[src/rtl/apb4_master_mux_if.sv]
// Bundle of request/response and APB4 bus signals between a requester, the
// multi-slave APB4 master and its slaves.
interface apb4_master_mux_if #(
    parameter int ADDR_WIDTH = 32,
    parameter int DATA_WIDTH = 32,
    parameter int NUM_SLAVES = 4
);
    logic                             req_valid;
    logic                             req_ready;
    logic                             req_write;
    logic [ADDR_WIDTH-1:0]            req_addr;
    logic [DATA_WIDTH-1:0]            req_wdata;
    logic [DATA_WIDTH/8-1:0]          req_strb;
    logic [2:0]                       req_prot;
    logic                             rsp_valid;
    logic [DATA_WIDTH-1:0]            rsp_rdata;
    logic                             rsp_err;
    logic                             rsp_timeout;
    logic [ADDR_WIDTH-1:0]            Paddr;
    logic [DATA_WIDTH-1:0]            Pwdata;
    logic                             Pwrite;
    logic [DATA_WIDTH/8-1:0]          Pstrb;
    logic [2:0]                       Pprot;
    logic [NUM_SLAVES-1:0]            Psel;
    logic                             Penable;
    logic [NUM_SLAVES*DATA_WIDTH-1:0] Prdata_in;
    logic [NUM_SLAVES-1:0]            Pready;
    logic [NUM_SLAVES-1:0]            Pslverr;

    modport master (
        input  req_valid, req_write, req_addr, req_wdata, req_strb, req_prot,
        input  Prdata_in, Pready, Pslverr,
        output req_ready, rsp_valid, rsp_rdata, rsp_err, rsp_timeout,
        output Paddr, Pwdata, Pwrite, Pstrb, Pprot, Psel, Penable
    );

    modport slave (
        output req_valid, req_write, req_addr, req_wdata, req_strb, req_prot,
        output Prdata_in, Pready, Pslverr,
        input  req_ready, rsp_valid, rsp_rdata, rsp_err, rsp_timeout,
        input  Paddr, Pwdata, Pwrite, Pstrb, Pprot, Psel, Penable
    );
endinterface

[src/rtl/apb4_master_mux.sv]
// APB4 master fanning out to NUM_SLAVES slaves: valid/ready requests, one-hot
// address decode, PREADY timeout, decode error and a registered response pulse.
module apb4_master_mux #(
    parameter int ADDR_WIDTH   = 32,
    parameter int DATA_WIDTH   = 32,
    parameter int NUM_SLAVES   = 4,
    parameter int SLV_ADDR_LSB = 28,
    parameter int TIMEOUT      = 16
) (
    input logic               Pclk,
    input logic               Preset,
    apb4_master_mux_if.master bus
);
    localparam int STRB_W = DATA_WIDTH / 8;
    localparam int SEL_W  = (NUM_SLAVES > 1) ? $clog2(NUM_SLAVES) : 1;
    localparam int CNT_W  = (TIMEOUT > 1) ? $clog2(TIMEOUT) : 1;
    localparam int TO_LAST = (TIMEOUT > 0) ? TIMEOUT - 1 : 0;

    localparam logic [1:0] ST_IDLE   = 2'd0;
    localparam logic [1:0] ST_SETUP  = 2'd1;
    localparam logic [1:0] ST_ACCESS = 2'd2;
    localparam logic [1:0] ST_DECERR = 2'd3;

    logic [1:0]            state_q, state_d;
    logic [CNT_W-1:0]      cnt_q, cnt_d;
    logic                  dec_pend_q, dec_pend_d;
    logic [ADDR_WIDTH-1:0] paddr_q, paddr_d;
    logic [DATA_WIDTH-1:0] pwdata_q, pwdata_d;
    logic                  pwrite_q, pwrite_d;
    logic [STRB_W-1:0]     pstrb_q, pstrb_d;
    logic [2:0]            pprot_q, pprot_d;
    logic [NUM_SLAVES-1:0] psel_q, psel_d;
    logic                  penable_q, penable_d;
    logic                  rsp_valid_q, rsp_valid_d;
    logic [DATA_WIDTH-1:0] rsp_rdata_q, rsp_rdata_d;
    logic                  rsp_err_q, rsp_err_d;
    logic                  rsp_timeout_q, rsp_timeout_d;

    logic [SEL_W-1:0]      req_idx;
    logic                  dec_ok;
    logic [NUM_SLAVES-1:0] psel_dec;
    logic                  pready_sel;
    logic                  pslverr_sel;
    logic [DATA_WIDTH-1:0] prdata_sel;
    logic                  timeout_hit;
    logic                  req_ready;
    logic                  accept;

    assign req_idx = bus.req_addr[SLV_ADDR_LSB +: SEL_W];
    assign dec_ok  = int'(req_idx) < NUM_SLAVES;

    // Psel is one-hot while a transfer is live, so it doubles as the response mux select.
    always_comb begin
        psel_dec   = '0;
        prdata_sel = '0;
        for (int k = 0; k < NUM_SLAVES; k++) begin
            psel_dec[k] = (int'(req_idx) == k);
            if (psel_q[k]) begin
                prdata_sel = prdata_sel | bus.Prdata_in[k*DATA_WIDTH +: DATA_WIDTH];
            end
        end
    end

    assign pready_sel  = |(bus.Pready & psel_q);
    assign pslverr_sel = |(bus.Pslverr & psel_q);
    assign timeout_hit = (TIMEOUT != 0) && (cnt_q == CNT_W'(TO_LAST)) && !pready_sel;
    assign req_ready   = (state_q == ST_IDLE) || ((state_q == ST_ACCESS) && pready_sel);
    assign accept      = bus.req_valid && req_ready;

    always_comb begin
        state_d       = state_q;
        cnt_d         = cnt_q;
        dec_pend_d    = 1'b0;
        paddr_d       = paddr_q;
        pwdata_d      = pwdata_q;
        pwrite_d      = pwrite_q;
        pstrb_d       = pstrb_q;
        pprot_d       = pprot_q;
        psel_d        = psel_q;
        penable_d     = penable_q;
        rsp_valid_d   = 1'b0;
        rsp_rdata_d   = '0;
        rsp_err_d     = 1'b0;
        rsp_timeout_d = 1'b0;

        case (state_q)
            ST_SETUP: begin
                state_d   = ST_ACCESS;
                penable_d = 1'b1;
                cnt_d     = '0;
            end
            ST_ACCESS: begin
                if (pready_sel) begin
                    state_d     = ST_IDLE;
                    psel_d      = '0;
                    penable_d   = 1'b0;
                    rsp_valid_d = 1'b1;
                    rsp_err_d   = pslverr_sel;
                    rsp_rdata_d = (!pwrite_q && !pslverr_sel) ? prdata_sel : '0;
                end else if (timeout_hit) begin
                    state_d       = ST_IDLE;
                    psel_d        = '0;
                    penable_d     = 1'b0;
                    rsp_valid_d   = 1'b1;
                    rsp_err_d     = 1'b1;
                    rsp_timeout_d = 1'b1;
                end else begin
                    cnt_d = cnt_q + 1'b1;
                end
            end
            ST_DECERR: begin
                state_d = ST_IDLE;
                if (dec_pend_q) begin
                    rsp_valid_d = 1'b1;
                    rsp_err_d   = 1'b1;
                end
            end
            default: ;
        endcase

        // A decode error accepted on a completing cycle defers its pulse one cycle
        // so it does not collide with the completion response.
        if (accept) begin
            cnt_d = '0;
            if (dec_ok) begin
                state_d   = ST_SETUP;
                paddr_d   = bus.req_addr;
                pwdata_d  = bus.req_wdata;
                pwrite_d  = bus.req_write;
                pstrb_d   = bus.req_write ? bus.req_strb : '0;
                pprot_d   = bus.req_prot;
                psel_d    = psel_dec;
                penable_d = 1'b0;
            end else begin
                state_d   = ST_DECERR;
                psel_d    = '0;
                penable_d = 1'b0;
                if (state_q == ST_IDLE) begin
                    rsp_valid_d = 1'b1;
                    rsp_err_d   = 1'b1;
                end else begin
                    dec_pend_d = 1'b1;
                end
            end
        end
    end

    always_ff @(posedge Pclk) begin
        if (Preset) begin
            state_q       <= ST_IDLE;
            cnt_q         <= '0;
            dec_pend_q    <= 1'b0;
            paddr_q       <= '0;
            pwdata_q      <= '0;
            pwrite_q      <= 1'b0;
            pstrb_q       <= '0;
            pprot_q       <= '0;
            psel_q        <= '0;
            penable_q     <= 1'b0;
            rsp_valid_q   <= 1'b0;
            rsp_rdata_q   <= '0;
            rsp_err_q     <= 1'b0;
            rsp_timeout_q <= 1'b0;
        end else begin
            state_q       <= state_d;
            cnt_q         <= cnt_d;
            dec_pend_q    <= dec_pend_d;
            paddr_q       <= paddr_d;
            pwdata_q      <= pwdata_d;
            pwrite_q      <= pwrite_d;
            pstrb_q       <= pstrb_d;
            pprot_q       <= pprot_d;
            psel_q        <= psel_d;
            penable_q     <= penable_d;
            rsp_valid_q   <= rsp_valid_d;
            rsp_rdata_q   <= rsp_rdata_d;
            rsp_err_q     <= rsp_err_d;
            rsp_timeout_q <= rsp_timeout_d;
        end
    end

    assign bus.req_ready   = req_ready;
    assign bus.Paddr       = paddr_q;
    assign bus.Pwdata      = pwdata_q;
    assign bus.Pwrite      = pwrite_q;
    assign bus.Pstrb       = pstrb_q;
    assign bus.Pprot       = pprot_q;
    assign bus.Psel        = psel_q;
    assign bus.Penable     = penable_q;
    assign bus.rsp_valid   = rsp_valid_q;
    assign bus.rsp_rdata   = rsp_rdata_q;
    assign bus.rsp_err     = rsp_err_q;
    assign bus.rsp_timeout = rsp_timeout_q;
endmodule
[src/flat_wrapper.sv]
// flat-port wrapper written by rule: the top's interface ports become plain ports
module apb4_master_mux_flat 
#(
    parameter int ADDR_WIDTH   = 32,
    parameter int DATA_WIDTH   = 32,
    parameter int NUM_SLAVES   = 4,
    parameter int SLV_ADDR_LSB = 28,
    parameter int TIMEOUT      = 16
)
  (Pclk, Preset, bus_req_valid, bus_req_write, bus_req_addr, bus_req_wdata, bus_req_strb, bus_req_prot, bus_Prdata_in, bus_Pready, bus_Pslverr, bus_req_ready, bus_rsp_valid, bus_rsp_rdata, bus_rsp_err, bus_rsp_timeout, bus_Paddr, bus_Pwdata, bus_Pwrite, bus_Pstrb, bus_Pprot, bus_Psel, bus_Penable);
  apb4_master_mux_if #(.ADDR_WIDTH(ADDR_WIDTH), .DATA_WIDTH(DATA_WIDTH), .NUM_SLAVES(NUM_SLAVES)) bus_i ();
  input logic Pclk;
  input logic Preset;
  input wire logic [$bits(bus_i.req_valid)-1:0] bus_req_valid;
  input wire logic [$bits(bus_i.req_write)-1:0] bus_req_write;
  input wire logic [$bits(bus_i.req_addr)-1:0] bus_req_addr;
  input wire logic [$bits(bus_i.req_wdata)-1:0] bus_req_wdata;
  input wire logic [$bits(bus_i.req_strb)-1:0] bus_req_strb;
  input wire logic [$bits(bus_i.req_prot)-1:0] bus_req_prot;
  input wire logic [$bits(bus_i.Prdata_in)-1:0] bus_Prdata_in;
  input wire logic [$bits(bus_i.Pready)-1:0] bus_Pready;
  input wire logic [$bits(bus_i.Pslverr)-1:0] bus_Pslverr;
  output wire logic [$bits(bus_i.req_ready)-1:0] bus_req_ready;
  output wire logic [$bits(bus_i.rsp_valid)-1:0] bus_rsp_valid;
  output wire logic [$bits(bus_i.rsp_rdata)-1:0] bus_rsp_rdata;
  output wire logic [$bits(bus_i.rsp_err)-1:0] bus_rsp_err;
  output wire logic [$bits(bus_i.rsp_timeout)-1:0] bus_rsp_timeout;
  output wire logic [$bits(bus_i.Paddr)-1:0] bus_Paddr;
  output wire logic [$bits(bus_i.Pwdata)-1:0] bus_Pwdata;
  output wire logic [$bits(bus_i.Pwrite)-1:0] bus_Pwrite;
  output wire logic [$bits(bus_i.Pstrb)-1:0] bus_Pstrb;
  output wire logic [$bits(bus_i.Pprot)-1:0] bus_Pprot;
  output wire logic [$bits(bus_i.Psel)-1:0] bus_Psel;
  output wire logic [$bits(bus_i.Penable)-1:0] bus_Penable;
  assign bus_i.req_valid = bus_req_valid;
  assign bus_i.req_write = bus_req_write;
  assign bus_i.req_addr = bus_req_addr;
  assign bus_i.req_wdata = bus_req_wdata;
  assign bus_i.req_strb = bus_req_strb;
  assign bus_i.req_prot = bus_req_prot;
  assign bus_i.Prdata_in = bus_Prdata_in;
  assign bus_i.Pready = bus_Pready;
  assign bus_i.Pslverr = bus_Pslverr;
  assign bus_req_ready = bus_i.req_ready;
  assign bus_rsp_valid = bus_i.rsp_valid;
  assign bus_rsp_rdata = bus_i.rsp_rdata;
  assign bus_rsp_err = bus_i.rsp_err;
  assign bus_rsp_timeout = bus_i.rsp_timeout;
  assign bus_Paddr = bus_i.Paddr;
  assign bus_Pwdata = bus_i.Pwdata;
  assign bus_Pwrite = bus_i.Pwrite;
  assign bus_Pstrb = bus_i.Pstrb;
  assign bus_Pprot = bus_i.Pprot;
  assign bus_Psel = bus_i.Psel;
  assign bus_Penable = bus_i.Penable;
  apb4_master_mux #(.ADDR_WIDTH(ADDR_WIDTH), .DATA_WIDTH(DATA_WIDTH), .NUM_SLAVES(NUM_SLAVES), .SLV_ADDR_LSB(SLV_ADDR_LSB), .TIMEOUT(TIMEOUT)) u_core (.Pclk(Pclk), .Preset(Preset), .bus(bus_i));
endmodule
[config.mk]
export PLATFORM = sky130hd
export DESIGN_NAME = apb4_master_mux_flat
export DESIGN_NICKNAME = d
export VERILOG_FILES = /design/src/rtl/apb4_master_mux_if.sv /design/src/rtl/apb4_master_mux.sv /design/src/flat_wrapper.sv
export SDC_FILE = /design/constraint.sdc
export NUM_CORES = 1
export LEC_CHECK = 0
export CAP_MARGIN = 20
export CORE_AREA = 2 2 125 127
export DETAILED_ROUTE_END_ITERATION = 6
export DIE_AREA = 0 0 127 129
export PLACE_DENSITY = 0.79
export SLEW_MARGIN = 30
export SYNTH_ARGS = -nofsm -noshare
export SYNTH_HDL_FRONTEND = slang
export SYNTH_SLANG_ARGS = --single-unit
[constraint.sdc]
create_clock -name Pclk -period 1.5 [get_ports Pclk]
set_input_delay 0.45 -clock Pclk [delete_from_list [all_inputs] [get_ports Pclk]]
set_output_delay 0.45 -clock Pclk [all_outputs]
set_load 0.01 [all_outputs]
; ---- Word-level counts from Yosys, hierarchy flattened
; Index checks and enable logic that the tools add are counted.
[word_totals]
ff_bits = 118
in_bits = 211
output_inout_bits = 113
wordCells = 82
[classes]
n_addsub = 1
eq_ne = 11
n_mux = 22
bitwise = 8
n_reduce_logical = 26
[op_table]
columns = op, count
row1 = 32-bit two-way mux, 4
row2 = 32-bit OR, 3
row3 = 4-bit two-way mux, 7
row4 = 4-bit OR reduction, 3
row5 = 4-bit bitwise AND, 2
row6 = 2-bit equality test (second input constant), 4
row7 = 4-bit one-hot mux with 2 select lines, 1
row8 = 2-bit AND reduction, 4
row9 = 1-bit two-way mux, 6
row10 = 2-bit one-hot mux with 3 select lines, 1
row11 = 3-bit nonzero test, 2
row12 = 6-bit OR reduction, 1
row13 = 4-bit by 1-bit adder with 4-bit output (second input constant), 1
row14 = 2-bit by 1-bit equality test with 1-bit output (second input constant), 2
row15 = 4-bit equality test (second input constant), 1
row16 = 1-bit logical AND, 4
row17 = 2-bit logical NOT, 2
row18 = 2-bit two-way mux, 2
row19 = 2-bit inequality test (second input constant), 2
row20 = 4-bit by 1-bit inequality test with 1-bit output (second input constant), 1
row21 = 2-bit nonzero test, 2
row22 = 4-bit nonzero test, 1
row23 = 2-bit OR reduction, 2
row24 = 1-bit logical NOT, 3
row25 = other kinds (5), 7

; ---- Logic depth before layout (Yosys ltp)
[logic_depth]
depth_word = 8
depth_mapped = 8
mapped_depth_nobuf = 6

; ---- Least setup slack after synthesis
; Ideal clock, no wire load.
[synth_timing]
path_type = reg-to-reg
startpoint = reg u_core.state_q[0]
endpoint = reg u_core.cnt_q[3]
setup_ns = 0.086
arrival_time_ns = 1.461
required_time_ns = 1.414
setup_slack_ns = -0.046
stages_incl_launch_ff = 8
n_path_buf = 1
synth_period_minus_slack_ns = 1.546
path_cell_list = dfxtp_1 > inv_1 > ha_1 > nand2_1 > a21oi_4 > or3_1 > buf_2 > a211oi_1
[synth_between]
elab_chain_len = 5
word_cells_on_any_way = 12
classes_between = 4 x eq/ne / 1 x mux / 7 x reduce/logical
[synth_rtl]
columns = item, line_no
row1 = from (decl), apb4_master_mux.sv:24  ; logic [1:0] state_q, state_d;
row2 = from (signal assigned), apb4_master_mux.sv:165  ; state_q <= state_d;
row3 = 2-bit equality test, "apb4_master_mux.sv:67, apb4_master_mux.sv:86"
row4 = 1-bit logical AND, apb4_master_mux.sv:67  ; assign req_ready = (state_q == ST_IDLE) || ((state_q == ST_ACCESS) && pready_sel);
row5 = 1-bit logical OR, apb4_master_mux.sv:67
row6 = 1-bit logical AND, apb4_master_mux.sv:68  ; assign accept = bus.req_valid && req_ready;
row7 = 2-bit OR reduction (no source line), --
row8 = to (signal assigned), apb4_master_mux.sv:166  ; cnt_q <= cnt_d;
row9 = to (decl), apb4_master_mux.sv:25  ; logic [CNT_W-1:0] cnt_q, cnt_d;
; Parallel ways exist; a longest one is shown, timed or not.
; A chain may end at the register's enable or synchronous reset.

; ---- Worst setup path in the final report
[layout_timing]
startpoint = reg u_core.state_q[1]
endpoint = out bus_req_ready
[layout_between]
elab_chain_len = 3
word_cells_on_any_way = 4
classes_between = 1 x eq/ne / 3 x reduce/logical
[layout_rtl]
columns = item, line_no
row1 = 2-bit equality test, apb4_master_mux.sv:67
row2 = 1-bit logical AND, apb4_master_mux.sv:67
row3 = 1-bit logical OR (*), apb4_master_mux.sv:67
row4 = to (decl), flat_wrapper.sv:23  ; output wire logic [$bits(bus_i.req_ready)-1:0] bus_req_ready;
; Every way passes the cells marked *; elsewhere a longest branch is shown, timed or not.

==> summary.md <==
| Metric | Value |
|---|---|
| R2R setup slack | -0.22 ns |
| Syn_area_per_cell | 8.71 sq um |
| Hold Slack | approximately 0.46 ns |
| CTS root buffer | clkbuf_16 |
| Layout Skew | 0.00756 ns |
| RR Startpoint | u_core.state_q[0]$_SDFFE_PP0P_ |
| Area contributors post-synth | dfxtp_1, a21oi_1, a22oi_1, o21ai_0, nand3_1 |
| Kind of critical path | flip-flop to primary output |
| Post-DP Area | 8570 sq um |
| Core footprint | ~15000 sq um |
| Final WS setup | -0.240 ns |
| FMAX | 575 MHz |
| Clock tree buffer depth | 2 |
| Number of I/O port buffers | 323 |
| Number of DRC markers in iteration 0 | roughly 320 |
| Layout cells sized above 1 | 0.295 |
| Final Cycle Share | 1.16 |
| Top cells by count, synth | dfxtp_1, a21oi_1, o21ai_0, nand3_1, a22oi_1 |
| Power Total | 12.4 mW |
| Ys flop type | dfxtp_1 |
| Skew-Pair Late Insertion Delay | between 0.4 and 0.5 ns |
| GRT Residual Overflow | 0 |
| Failing checks | setup timing |
| Synth unique cells | 36 |
| WL/cell | 23.1 um |
| CTS Buf Count | 17 |
| Post-DP HPWL | 15600 um |
| Initial antenna violation count | 2 |
| Worst Hold Class | flip-flop to flip-flop |
| Unrepaired setup endpoints after global routing | yes |
| Slew Viols, Final | 0 |
| Die height | 129 um |
| Crit path required time | 1.05 ns |
| CTS tree | built |
| Cell taking the most area after synthesis | dfxtp_1 |
| Reg2reg path depth | 10 |
| CP Cell Sequence | inv_2 -> ha_2 -> a21o_1 -> buf_2 |
| Peak VDD IR | 838 uV |
| R2r endpoint | u_core.bus.Paddr[6]$_SDFFE_PP0P_ |
| Slew Limit Headroom | 0.714 |
| WL final | 26100 um |
| Critical Path End | bus_req_ready |
| CP Max Fanout | 3 |
| Initial core utilization | 0.326 |
| Leakage | 3.95 nW |
| Cell with the most instances after synthesis | dfxtp_1 |
| Vias in the first global route | 6190 |
| Largest net degree at the start of global routing | slightly below 60 |
| Post-route DRC violation count | 0 |
| Design area | between 10000 and 15000 sq um |
| PD cells | 1190 nW/um^2 |
| GPL Wtd Cong | between 0.8 and 0.9 |
| Clk sinks | 118 |
| Fin crit period | 1.74 ns |
| Post-route ant nets | 0 |
| Final hold vios | 0 |
| Status | complete, but fails checks |
| Endpoints failing setup | 114 |
| Startpoint Class | flip-flop |
| Mapped cell area | about 4900 sq um |
| Total vias in the final route | 6272 |
| First-pass GRT wire length | about 35000 um |
| Total track usage | 0.282 |
| Vias per cell | 5.57 |
| Register area share after synthesis | 0.484 |
| H-Tree Depth | 4 |
| Nature of the critical path endpoint | primary output |
| CP arrival | 1.29 ns |
| CP peak stage delay | 0.37 ns |
| Least-Margin Pin Slew | 0.429 ns |
| Origin of the worst setup path | u_core.state_q[1]$_SDFFE_PP0P_ |
| Synth warn | 0 |
| Area growth syn-to-layout | 114% |
| Die ar. | 16400 sq um |
| Clock-pin slew on the worst setup and hold paths | 0.05 ns |
| Synth Register Bits | 118 |
| Cell count after synthesis | 560 |
| Yosys top cell area share | 0.484 |
| Syn nets | 777 |
| Post-synth ARST share | 0 |
| CP max-delay cell | dfxtp_4 |
| Num ports | approximately 320 |
| Total iterations of the first detailed-routing run | 6 |
| Row count | 45 |
| Nets@finish | 1142 |
| Die X | about 130 um |
| Number of synthesized flops with an enable pin | 0 |
| Max Cap Violations | 0 |
## area by class of cell
cell class	instances	area, sq um
Fill cell	1137	4530
Timing Repair Buffer	405	4250
Multi-Input combinational cell	378	2910
Sequential cell	118	2380
Clock buffer	22	474
Tap cell	188	235
Clock inverter	9	173
Inverter	5	21.3
Antenna cell	2	5.00
## layout by cell type (no fill, tap or decap), types with 14 or more instances in the layout
master	count
o21ai_1	16
clkdlybuf4s15_1	50
dfxtp_1	110
clkbuf_16	24
buf_4	40
clkdlybuf4s50_1	204
a21oi_1	55
a22oi_1	64
o21ai_2	45
a21oi_2	44
nand3_1	69
dlygate4sd2_1	43
buf_12	14
## timing repair
action                                  in CTS  in global routing
hold buffers                                 0                  0
cloned                                      11                  9
endpoints found under the setup margin     228                183
resized for setup                          304                192
pin swaps                                   14                 66
setup buffers                               15                  7
## per-stage QoR
step / std cells / worst slack [ns] / setup TNS, ns / utilization
2_1_floorplan: 560 / -0.00329 / -0.00454 / -
4_1_cts: 1117 / -0.264 / -10.99 / 0.657
5_1_grt: 1127 / -0.293 / -14.89 / 0.698
3_3_place_gp: 1061 / -0.798 / -61.67 / 0.572
3_5_place_dp: 1061 / -0.823 / -64.73 / 0.572
6_report: 1127 / -0.240 / -8.46 / 0.698
## power breakdown
part,internal (mW),switching (mW),total [mW]
Combinational,2.10,2.09,4.20
Sequential,3.49,0.207,3.69
Clock,3.06,1.46,4.53
Total,8.65,3.76,12.4
## state kept, by name, summed over array words and instances (netlist names)
signal                  cells
u_core.bus.rsp_timeout      1
u_core.bus.Paddr           32
u_core.bus.rsp_rdata       32
u_core.bus.Penable          1
u_core.bus.rsp_valid        1
u_core.bus.Pprot            3
u_core.state_q              2
u_core.bus.Pwrite           1
u_core.bus.rsp_err          1
u_core.cnt_q                4
u_core.bus.Psel             4
u_core.bus.Pstrb            4
u_core.bus.Pwdata          32
## cells by family (layout without fill, tap and decap cells)
logic type | Yosys count | after routing | synth area share
compound gates | 266 | 267 | 0.329
fa+ha+maj | 6 | 6 | 0.0154
buf+inv | 65 | 441 | 0.0572
flops | 118 | 118 | 0.484
mux | 1 | 1 | 0.00205
other cells | 0 | 2 | 0
simple gates | 104 | 104 | 0.112
## worst max-delay path: cells and delay by family (launching register included)
family	cells	cell delay, ns
buffers and inverters	2	0.18
AO/OA/AOI/OAI	1	0.15
adder cells (fa/ha/maj)	1	0.18
flip-flops	1	0.37
## routing by layer
metal / vias up / wire (um) / track usage
met4: 0 / 1130 / 0.137
met3: 59 / 2130 / 0.0911
met1: 3059 / 9120 / 0.292
met5: - / 0 / 0
met2: 312 / 13700 / 0.515
li1: 2842 / - / -
## how the worst min path moves through the flow
| stage | start | end | slack (ns) | cells after the start |
|---|---|---|---|---|
| 3_5_place_dp | u_core.bus.Pwdata[17]$_SDFFE_PP0P_ | u_core.bus.Pwdata[17]$_SDFFE_PP0P_ | 0.46 | 2 |
| 6_report | u_core.bus.Pwdata[25]$_SDFFE_PP0P_ | u_core.bus.Pwdata[25]$_SDFFE_PP0P_ | 0.46 | 2 |
| 2_1_floorplan | u_core.cnt_q[3]$_SDFFE_PP0P_ | u_core.bus.rsp_timeout$_SDFF_PP0_ | 0.46 | 2 |
| 3_3_place_gp | u_core.bus.Paddr[21]$_SDFFE_PP0P_ | u_core.bus.Paddr[21]$_SDFFE_PP0P_ | 0.45 | 2 |
| 5_1_grt | u_core.bus.Pwdata[15]$_SDFFE_PP0P_ | u_core.bus.Pwdata[15]$_SDFFE_PP0P_ | 0.48 | 2 |
| 4_1_cts | u_core.bus.Pwdata[17]$_SDFFE_PP0P_ | u_core.bus.Pwdata[17]$_SDFFE_PP0P_ | 0.46 | 2 |
Note: power is estimated with default switching activity, not from simulation.
